`config.mk`:
```
export PLATFORM = sky130hd
export DESIGN_NAME = car_tracker
export DESIGN_NICKNAME = d
export VERILOG_FILES = /design/src/rtl/car_dash_pkg.sv /design/src/rtl/car_tracker_flash_timer.sv /design/src/rtl/car_tracker.sv
export SDC_FILE = /design/constraint.sdc
export NUM_CORES = 1
export LEC_CHECK = 0
export ABC_AREA = 1
export CORE_MARGIN = 2
export CORE_UTILIZATION = 30
export DETAILED_ROUTE_END_ITERATION = 6
export MAX_ROUTING_LAYER = met4
export PLACE_DENSITY = 0.51
export SLEW_MARGIN = 5
export SYNTH_ARGS = -nofsm -noshare
export SYNTH_HDL_FRONTEND = slang
export SYNTH_SLANG_ARGS = --single-unit
export TNS_END_PERCENT = 20
```
`constraint.sdc`:
```
create_clock -name clk -period 2.8 [get_ports clk]
set_clock_uncertainty 0.2 [all_clocks]
set_input_delay 0.42 -clock clk [delete_from_list [all_inputs] [get_ports clk]]
set_output_delay 0.42 -clock clk [all_outputs]
set_load 0.03 [all_outputs]
```
`src/rtl/car_dash_pkg.sv`:
```
// Shared definitions for the car-dash game: lane geometry, move encodings,
// result bit layout and the game state type. Used by the collision checker,
// the car tracker and the display renderer.
package car_dash_pkg;

  // Lane geometry: lanes are numbered 0..MAX_POS, lane MAX_POS is leftmost.
  localparam int         NUM_LANES = 6;
  localparam logic [2:0] MAX_POS   = 3'(NUM_LANES - 1);

  // Direction field of the checker result.
  localparam logic [1:0] MOVE_NONE    = 2'b00;
  localparam logic [1:0] MOVE_LEFT    = 2'b10;
  localparam logic [1:0] MOVE_RIGHT   = 2'b01;
  localparam logic [1:0] MOVE_ILLEGAL = 2'b11;

  // Position of the collision flag inside the 3-bit checker result.
  localparam int HIT_BIT = 2;

  // Top-level game state.
  typedef enum logic [1:0] {
    IDLE = 2'd0,
    PLAY = 2'd1,
    OVER = 2'd2
  } game_state_t;

  // Force any lane value back into the legal 0..MAX_POS range.
  function automatic logic [2:0] clamp_lane(input logic [2:0] lane);
    logic [2:0] result;
    result = (lane > MAX_POS) ? MAX_POS : lane;
    return result;
  endfunction

  // Lane after applying one move; moves saturate at the road edges and the
  // illegal encoding behaves like "stay".
  function automatic logic [2:0] next_lane(input logic [2:0] lane,
                                           input logic [1:0] dir);
    logic [2:0] cur;
    logic [2:0] result;
    cur    = clamp_lane(lane);
    result = cur;
    case (dir)
      MOVE_LEFT:    result = (cur == MAX_POS) ? cur : cur + 3'd1;
      MOVE_RIGHT:   result = (cur == 3'd0) ? cur : cur - 3'd1;
      MOVE_NONE:    result = cur;
      MOVE_ILLEGAL: result = cur;
      default:      result = cur;
    endcase
    return result;
  endfunction

endpackage

```
`src/rtl/car_tracker_flash_timer.sv`:
```
// Retriggerable down-counter for timed visual effects. A load pulse restarts
// the count at FLASH_CYCLES, clear forces it to zero, and active is high
// while the count is non-zero. The count decrements on every clock.
module flash_timer #(
  parameter int FLASH_CYCLES = 8
) (
  input  logic clk,
  input  logic reset_n,
  input  logic clear,
  input  logic load,
  output logic active
);

  localparam int             CNT_W    = (FLASH_CYCLES < 1) ? 1 : $clog2(FLASH_CYCLES + 1);
  localparam logic [CNT_W-1:0] LOAD_VAL = CNT_W'(FLASH_CYCLES);

  logic [CNT_W-1:0] count;

  // Clear beats load beats decrement; a load while running restarts the
  // full period rather than adding to what is left.
  always_ff @(posedge clk or negedge reset_n) begin
    if (!reset_n) begin
      count <= '0;
    end else if (clear) begin
      count <= '0;
    end else if (load) begin
      count <= LOAD_VAL;
    end else if (count != '0) begin
      count <= count - CNT_W'(1);
    end
  end

  assign active = (count != '0);

endmodule

```
`src/rtl/car_tracker.sv`:
```
// Car tracker: consumes one checker result per game step and keeps the
// authoritative lane position, lives, score and game state. The position
// output loops back to the checker and also drives the renderer.
module car_tracker
  import car_dash_pkg::*;
#(
  parameter int START_POS    = 2,
  parameter int LIVES        = 3,
  parameter int FLASH_CYCLES = 8,
  parameter int SCORE_W      = 16
) (
  input  logic               clk,
  input  logic               reset_n,
  input  logic               start,
  input  logic               move_valid,
  input  logic [2:0]         move_result,
  output logic [2:0]         position,
  output logic [2:0]         lives,
  output logic [SCORE_W-1:0] score,
  output logic               hit_flash,
  output logic               playing,
  output logic               game_over
);

  // Out-of-range start lanes are pulled back onto the road.
  localparam logic [2:0] START_LANE = (START_POS > int'(MAX_POS)) ? MAX_POS : 3'(START_POS);
  localparam logic [2:0] LIVES_INIT = 3'(LIVES);

  game_state_t        state;
  logic [2:0]         pos_q;
  logic [2:0]         lives_q;
  logic [SCORE_W-1:0] score_q;

  logic               hit;
  logic [1:0]         dir;
  logic               accept_start;
  logic               step;
  logic               step_hit;
  logic [2:0]         lane_next;
  logic [2:0]         lives_dec;
  logic               last_life;
  logic [SCORE_W-1:0] score_inc;

  assign hit = move_result[HIT_BIT];
  assign dir = move_result[1:0];

  // Derive the per-step update values: new lane, decremented lives and
  // incremented score, all saturating.
  always_comb begin
    accept_start = 1'b0;
    step         = 1'b0;
    lane_next    = next_lane(pos_q, dir);
    lives_dec    = (lives_q != 3'd0) ? lives_q - 3'd1 : 3'd0;
    last_life    = (lives_q <= 3'd1);
    score_inc    = (score_q == '1) ? score_q : score_q + SCORE_W'(1);
    if (state != PLAY) begin
      accept_start = start;
    end
    if (state == PLAY) begin
      step = move_valid;
    end
    step_hit = step && hit;
  end

  // Game state machine; a start outside PLAY reloads the game, and in PLAY
  // every move_valid cycle is one step (start is ignored mid-game).
  always_ff @(posedge clk or negedge reset_n) begin
    if (!reset_n) begin
      state   <= IDLE;
      pos_q   <= START_LANE;
      lives_q <= LIVES_INIT;
      score_q <= '0;
    end else begin
      case (state)
        IDLE, OVER: begin
          if (accept_start) begin
            state   <= PLAY;
            pos_q   <= START_LANE;
            lives_q <= LIVES_INIT;
            score_q <= '0;
          end
        end
        PLAY: begin
          if (step) begin
            pos_q <= lane_next;
            if (hit) begin
              lives_q <= lives_dec;
              if (last_life) begin
                state <= OVER;
              end
            end else begin
              score_q <= score_inc;
            end
          end
        end
        default: begin
          state <= IDLE;
        end
      endcase
    end
  end

  flash_timer #(
    .FLASH_CYCLES(FLASH_CYCLES)
  ) u_flash (
    .clk     (clk),
    .reset_n (reset_n),
    .clear   (accept_start),
    .load    (step_hit),
    .active  (hit_flash)
  );

  assign position  = clamp_lane(pos_q);
  assign lives     = lives_q;
  assign score     = score_q;
  assign playing   = (state == PLAY);
  assign game_over = (state == OVER);

endmodule
```
* After elaboration in Yosys (flattened, before gate mapping)
Index checks and enable logic that the tools add are counted.
** Word-level totals
- Bits in registers :: 28
- Bits in latches :: 0
- Bits in writable memories :: 0
- Bits in read-only memories :: 0
- Input port bits :: 7
- Output and inout port bits :: 25
- Word-level logic and storage cells :: 67
- Memories :: 0
** Operators by class
- Add/subtract/negate cells :: 5
- Multipliers :: 0
- Div/mod/pow operators :: 0
- Magnitude comparators :: 2
- Equal/unequal tests :: 14
- Shifts and indexed selects :: 0
- Muxes and demuxes :: 27
- Bitwise gates (word level) :: 0
- Reductions and logical operators :: 14
** Operator list (count)
- 2-to-1 mux 16 bit :: 4
- case mux 16 bit (2 select lines) :: 1
- 2-to-1 mux 3 bit :: 9
- adder 16 x 1 -> 16 bit (second input constant) :: 1
- == test 16 bit (second input constant) :: 1
- 2-to-1 mux 4 bit :: 3
- case mux 3 bit (2 select lines) :: 2
- case mux 3 bit (3 select lines) :: 1
- 2-to-1 mux 2 bit :: 4
- inequality test 2 bit (second input constant) :: 4
- AND reduction 4 bit :: 2
- == test 2 bit (second input constant) :: 3
- inequality test 2 x 1 -> 1 bit (second input constant) :: 3
- nonzero test 3 bit :: 2
- subtractor 3 x 1 -> 3 bit (second input constant) :: 2
- AND reduction 5 bit :: 1
- == test 2 x 1 -> 1 bit (second input constant) :: 2
- logical NOT 2 bit :: 2
- case mux 2 bit (2 select lines) :: 1
- nonzero test 4 bit :: 1
- OR reduction 2 bit :: 2
- subtractor 4 x 1 -> 4 bit (second input constant) :: 1
- adder 3 x 1 -> 3 bit (second input constant) :: 1
- == test 3 bit (second input constant) :: 1
- 7 further kinds :: 8

* Depth between registers and ports, before layout
Gate-level depths: netlist of the first run.
- Depth in word-level cells :: 7
- Gate-level depth with buffers :: 12
- Gate-level depth less buffers :: 11

* Modules after synthesis
From an unflattened synthesis of the first run, not the netlist that was laid out.
** Second synthesis, totals
- Cell total of the unflattened synthesis :: 265
- Area, all modules :: 1883.1 sq um
** Modules (own cells, without submodules)
- car_tracker :: times used 1, cells each 235, area each 1644.1 sq um
- flash_timer :: times used 1, cells each 30, area each 239.0 sq um

* Worst setup path after synthesis of the first run
Ideal clock, no wire load.
- Path kind :: register to register
- Start :: register pos_q[1]
- End :: register pos_q[1]
- Arrival time :: 1.710 ns
- Data required time :: 2.527 ns
- Path slack :: 0.817 ns
- Cell stages (with the launch flop) :: 7
- Buffers on the path :: 0
- Clock period less this slack :: 1.983 ns
- Cells stage by stage :: dfstp_2 inv_1 nor2_1 ha_1 o21ai_0 a21oi_1 a21oi_1
** On the way
- Word-level cells in the longest chain between the ends :: 7
- Elaborated cells on any way between the ends :: 11
** Ends and longest elaborated chain
- start: declaration :: line car_tracker.sv:30 : logic [2:0] pos_q;
- start signal: assignment :: line car_tracker.sv:85 : pos_q <= lane_next;
- greater-than comparator 3 bit
- 2-to-1 mux 3 bit (*)
- named net position[1] :: line car_tracker.sv:17 : output logic [2:0] position,
- subtractor 3 x 1 -> 3 bit (tied with other cells) :: line car_dash_pkg.sv:43 : MOVE_RIGHT: result = (cur == 3'd0) ? cur : cur - 3'd1;
- 2-to-1 mux 3 bit, on equally long branches :: line car_dash_pkg.sv:43, car_dash_pkg.sv:42
- case mux 3 bit (3 select lines) (*) :: line car_dash_pkg.sv:41 : case (dir)
- 2-to-1 mux 3 bit (*) :: line car_tracker.sv:84 : if (step) begin
- case mux 3 bit (2 select lines) (*) :: line car_tracker.sv:74 : case (state)
Mark *: on every way through the listed nets, which the timed path passes. The rest lies on a longest branch. The select of a mux whose other input is x is not followed.
A chain may end at the register's enable or synchronous reset.

* Final worst setup path of the first run
- Start :: register pos_q[1]
- End :: output position[1]
** On the way
- Word-level cells in the longest chain between the ends :: 2
** Ends and longest elaborated chain
- greater-than comparator 3 bit :: line car_dash_pkg.sv:29 : result = (lane > MAX_POS) ? MAX_POS : lane;
- 2-to-1 mux 3 bit (*) :: line car_dash_pkg.sv:29
- end: declaration :: line car_tracker.sv:17
Mark *: on every way between the ends. The rest lies on a longest branch, timed or not.

==> summary.md, run 1 <==
| Metric | Value |
|---|---|
| Worst EP required | 2.18 ns |
| Inserted Clock Buffers | 3 |
| Mapped Area | 0.00190 mm^2 |
| Port Buf Inserts | 31 |
| Post-CTS setup buffer count | 0 |
| Rel. slew slack | 71.0% |
| Post-CTS Hold Buffers | 0 |
| Die span in x | 83.6 um |
| Routed met2 length | 1.87 mm |
| Power Dens Cells | 816 mW/mm^2 |
| CP max FO | 3 |
| Final setup violation count | 0 |
| Sequential-to-total area share from yosys stat | 37.1% |
| First-pass GRT wire length | 7.38 mm |
| Die area | 0.00699 mm^2 |
| Io pins | 32 |
| Drt wl/cell | 11.5 um |
| Top Metal Used | met4 |
| Total GRT Usage | 13.0% |
| Peak VDD IR | 357 uV |
| Crit path launch type | flip-flop |
| Syn Inst Count | 257 |
| CTS tree | built |
| Synth cell count leaders | nand2_1 (76), inv_1 (29), nor2_1 (28) |
| Leading area contributor after synthesis | dfrtp_1 |
| Die H | 83.6 um |
| Worst-Skew Late Latency | 0.28 ns |
| Design Area, Final | 0.00234 mm^2 |
| Largest net degree at the start of global routing | 31 |
| Final Power | 1.91 mW |
| Routed vias | 1669 |
| Ys flop type | dfrtp_1 |
| Antenna violations before repair | 0 |
| Core ar. | 0.00603 mm^2 |
| Post_cts resized | 0 |
| Placed instance area | 0.00227 mm^2 |
| Synth-to-Final Area Change | 23.2% |
| Crit Path Category | reg2out |
| Setup_tns | 0 ns |
| Final Slew Violations | 0 |
| Synth cell types | 32 |
| First-pass DRT Iterations | 4 |
| Setup slack, reg-to-reg | 0.81 ns |
| Remaining Overflow, GRT | 0 |
| Max Freq | 413 MHz |
| Iter 0 DRT Violations | 74 |
| Ys Warns | 0 |
| Worst path cell trace | inv_1 -> nor2_1 -> clkdlybuf4s50_1 |
| Total Wirelength | 4.18 mm |
| Synthesis-stage register bit count | 28 |
| Diode count | 0 |
| Ranking of synthesized cells by area | dfrtp_1 (33%), nand2_1 (15%), nand3_1 (6.3%) |
| Number of global-route vias before repair | 1577 |
| CP delay by family, top | buffers and inverters |
| Met3 wire len | 122 um |
| Crit path max-delay cell type | clkdlybuf4s50_1 |
| Vias per Instance | 4.60 |
| CP max stage delay | 0.72 ns |
| Final core occ | 38.8% |
| CTS Buffer Depth | 2 |
| Min cycle time layout | 2.42 ns |
| Critical Path End Type | output port |
| Final GP Congestion | 0.770 |
| Hold slack | 0.299 ns |
| Cell Rows | 28 |
| Root buffer cell | clkbuf_8 |
| Avg Inst Size Synth | 7.40 um^2 |
| Synthesized Nets | 272 |
| Fill count | 636 |
| Max-cap viol count | 0 |
| Count leader, synth | nand2_1 |
| Post-synth EDFFs | 0 |
| RSZ-0062 raised after global routing | false |
| Outcome | complete, no violations |
| Worst min-delay path category | reg2reg |
| Top-area cell type share of the netlist area | 32.9% |
| CTS H-tree lvls | 1 |
| Worst slew pin tran | 0.435 ns |
| Final #Nets | 304 |
| Share of cells above drive strength 1 | 11.8% |
| Crit share post-route | 86.5% |
| Hpwl dp | 3.10 mm |
| Final hold vios | 0 |
| Buf/Inv on CP | 2 |
| Async SR Flop Fraction | 100% |
| Leak | 1.03 nW |
| Worst-path clk slew | 0.10 ns |
| Antenna viol nets, final | 0 |
| Crit path arrival time | 1.80 ns |
| Metal-1 WL | 2.13 mm |
| Clock sink count | 28 |
| Remaining DRCs | 0 |
| Initial Util | 31.5% |
## final timing paths
kind	startpoint	to	depth (start not counted)
worst min-delay path	u_flash.count[1]	u_flash.count[1]	2
worst max-delay path	pos_q[1]	position[1]	3
max in group asynchronous	reset_n	lives[0]	2
min in group asynchronous	reset_n	score[4]	2
worst min register to register	u_flash.count[1]	u_flash.count[1]	2
worst max register to register	score[0]	score[13]	7
## area by class of cell
cell class,instances,area (um^2),area share (%)
clock buffer,3,41.3,1.76
multi-input combinational,191,1020,43.6
tap,75,93.8,4.01
clock inverter,1,30.0,1.28
inverter,33,133,5.67
timing repair buffer,32,318,13.6
sequential,28,704,30.1
## layer usage
metal  track usage [%]  up-vias
met5                 -        -
met4              4.40        0
met3              1.29        4
met2              19.1       26
met1              18.6      753
li1                  -      886
## layout by cell type, fill, tap and decap left out
cell,instances
bufinv_16,1
nand3_1,24
o31ai_1,1
inv_1,29
xor2_1,2
nand3_2,1
inv_4,1
or3_1,1
nand4_1,4
nor2_1,28
clkinv_2,1
a21oi_1,7
clkbuf_8,3
xnor2_1,4
o21ai_0,9
clkdlybuf4s50_1,31
o21a_1,1
or2_2,2
nand3_4,2
nand2_2,1
nor2_2,1
dfrtp_1,25
nor3_1,2
ha_1,8
nand2_4,1
o21ai_2,13
o21bai_1,2
dfstp_2,3
buf_4,1
nand2_1,76
nor2_4,1
inv_2,1
inv_6,1
## state kept, by name, summed over array words and instances (netlist names)
register and count:
lives 3, pos_q 3, score 16, state 2
u_flash.count 4
## kinds of logic (layout without fill, tap and decap cells)
kind of cell	Yosys count	after routing	synth area share (%)
XOR/XNOR	6	6	2.76
flip-flops	28	28	37.1
buffers and inverters	38	69	9.22
AND/OR/NAND/NOR	144	144	33.9
adder cells (fa/ha/maj)	8	8	5.27
AO/OA/AOI/OAI	33	33	11.8
## worst register-to-register path: cells and delay by family, from the launching register on
kind            cells  cell delay, ns
compound gates      1            0.08
fa+ha+maj           1            0.28
flops               1            0.47
simple gates        5            0.89
## where the power goes
| part | internal (mW) | leakage (nW) | total, mW | switching [mW] |
|---|---|---|---|---|
| Combinational | 0.342 | 0.626 | 0.963 | 0.621 |
| Sequential | 0.514 | 0.368 | 0.619 | 0.105 |
| Clock | 0.192 | 0.0357 | 0.329 | 0.138 |
| Total | 1.05 | 1.03 | 1.91 | 0.863 |
## metrics by stage
step / cells / worst slack [ns]
2_1_floorplan: 257 / 0.817
4_1_cts: 363 / 0.352
5_1_grt: 363 / 0.297
6_report: 363 / 0.378
3_5_place_dp: 359 / 0.534
3_3_place_gp: 359 / 0.594
Power figures use the tool's default switching activity.
==> run 2, diff against run 1 <==
==> constraint.sdc (replaced) <==
create_clock -name clk -period 2.7 [get_ports clk]
set_clock_uncertainty 0.2 [all_clocks]
set_input_delay 0.405 -clock clk [delete_from_list [all_inputs] [get_ports clk]]
set_output_delay 0.405 -clock clk [all_outputs]
set_load 0.03 [all_outputs]
==> summary.md, run 2 (same netlist as run 1, synthesis figures left out) <==
| Metric | Value |
|---|---|
| Outcome | complete, no violations |
| CP delay by family, top | buffers and inverters |
| Diode count | 0 |
| Design internal power | 1.09 mW |
| Port Buf Inserts | 31 |
| Vias per Instance | 4.62 |
| Worst-path clk slew | 0.10 ns |
| Buf/Inv on CP | 2 |
| Die H | 83.6 um |
| First-pass DRT Iterations | 4 |
| Final core occ | 38.8% |
| Final hold vios | 0 |
| Worst EP required | 2.10 ns |
| Core ar. | 0.00603 mm^2 |
| Placed Cells incl. Taps | 359 |
| Iter 0 DRT Violations | 70 |
| Design Area, Final | 0.00234 mm^2 |
| Cell Rows | 28 |
| Drt wl/cell | 11.6 um |
| GR Util met1 | 18.1% |
| Final setup violation count | 0 |
| CTS H-tree lvls | 1 |
| Pre-CTS WS | 0.451 ns |
| Seq pwr share | 32.5% |
| Crit path depth | 3 |
| Io pins | 32 |
| Crit Path Category | reg2out |
| Fill count | 652 |
| Rel. slew slack | 71.2% |
| Leak | 1.03 nW |
| Switching share of power | 45.0% |
| Hold slack | 0.294 ns |
| Largest net degree at the start of global routing | 31 |
| Share of cells above drive strength 1 | 11.8% |
| Max-cap viol count | 0 |
| Die span in x | 83.6 um |
| Remaining DRCs | 0 |
| Number of global-route vias before repair | 1593 |
| Max reg flops | 16 |
| Post_cts resized | 0 |
| Most frequent cells in the layout | nand2_1 (76), clkdlybuf4s50_1 (31), inv_1 (29) |
| Die area | 0.00699 mm^2 |
| Switching power | 0.890 mW |
| CP max FO | 3 |
| Critical Path End Type | output port |
| Met3 usage | 1.29% |
| Peak VDD IR | 372 uV |
| Post-CTS setup buffer count | 0 |
| Setup_tns | 0 ns |
| Post-CTS Hold Buffers | 0 |
| Clock sink count | 28 |
| CTS Buffer Depth | 2 |
| Total GRT Usage | 13.0% |
| Worst r2r path cells | 7 |
| Min cycle time layout | 2.40 ns |
| Hpwl dp | 3.14 mm |
| Routed vias | 1678 |
| Max Freq | 416 MHz |
| Final #Nets | 304 |
| Final Instance Count excl. Fillers | 363 |
| Inserted Clock Buffers | 3 |
| Crit path arrival time | 1.80 ns |
| Synth-to-Final Area Change | 23.2% |
| Reg2reg end | score[9] |
| Initial Util | 31.5% |
| M2 GR Usage | 19.6% |
| Clock network power share | 17.1% |
| Antenna violations before repair | 0 |
| Power Dens Cells | 844 mW/mm^2 |
| Final Power | 1.98 mW |
| Worst slew pin tran | 0.433 ns |
| First-pass GRT wire length | 7.41 mm |
| Busiest grt layer | met2 |
| Setup ws final | 0.298 ns |
| RSZ-0062 raised after global routing | false |
| Worst-Skew Late Latency | 0.28 ns |
| Final Slew Violations | 0 |
| Commonest non-fill, non-tap cell in the layout | nand2_1 |
| Antenna viol nets, final | 0 |
| Combinational share of power | 50.5% |
| Crit path launch type | flip-flop |
| CP max stage delay | 0.72 ns |
| Remaining Overflow, GRT | 0 |
| Crit path max-delay cell type | clkdlybuf4s50_1 |
| Crit share post-route | 88.9% |
| Total Wirelength | 4.22 mm |
| Worst path cell trace | inv_1 -> nor2_1 -> clkdlybuf4s50_1 |
| Setup slack, reg-to-reg | 0.72 ns |
| Final GP Congestion | 0.770 |
| Placed instance area | 0.00227 mm^2 |
| CTS tree | built |
| Multi-input gate area | 0.00102 mm^2 |
| Sequential Area | 704 um^2 |
| Root buffer cell | clkbuf_8 |
| Worst min-delay path category | in2async |
| Worst r2r src | score[0] |
## run 2: cell counts in the layout (fill, tap and decap cells not counted)
No cell type changed its count.
## run 2: power by group through the flow
stage / Combinational [mW] / Sequential (mW) / Clock, mW
floorplan: 0.695 / 0.696 / 0
global placement: 1.01 / 0.651 / 0
detailed placement: 1.01 / 0.650 / 0
CTS: 1.02 / 0.642 / 0.352
global route: 1.11 / 0.661 / 0.368
finish: 0.997 / 0.642 / 0.337
## run 2: worst max-delay path by stage
| stage | startpoint | slack, ns | to |
|---|---|---|---|
| finish | pos_q[1] | 0.30 | position[1] |
| global route | pos_q[1] | 0.22 | position[1] |
| CTS | pos_q[1] | 0.27 | position[1] |
| detailed placement | start | 0.45 | score[9] |
| global placement | start | 0.51 | score[12] |
| floorplan | pos_q[1] | 0.72 | pos_q[1] |
## run 2: layer usage
metal,up-vias,share of wire (%)
met5,-,0
met4,0,1.5
met3,5,2.3
met2,26,46
met1,766,51
li1,881,-
## run 2: cell type report
type,instances,share of cell area (%)
clock buffer,3,1.76
clock inverter,1,1.28
tap,75,4.01
inverter,33,5.67
multi-input combinational,191,43.6
timing repair buffer,32,13.6
sequential,28,30.1
==> run 3, diff against run 2 <==
--- a/config.mk
+++ b/config.mk
@@ -8,6 +8,7 @@
 export ABC_AREA = 1
 export CORE_MARGIN = 2
 export CORE_UTILIZATION = 30
+export CTS_CLUSTER_SIZE = 30
 export DETAILED_ROUTE_END_ITERATION = 6
 export MAX_ROUTING_LAYER = met4
 export PLACE_DENSITY = 0.51
==> results of run 3 <==
No change in the layout: final DEF, timing and power equal those of run 2.
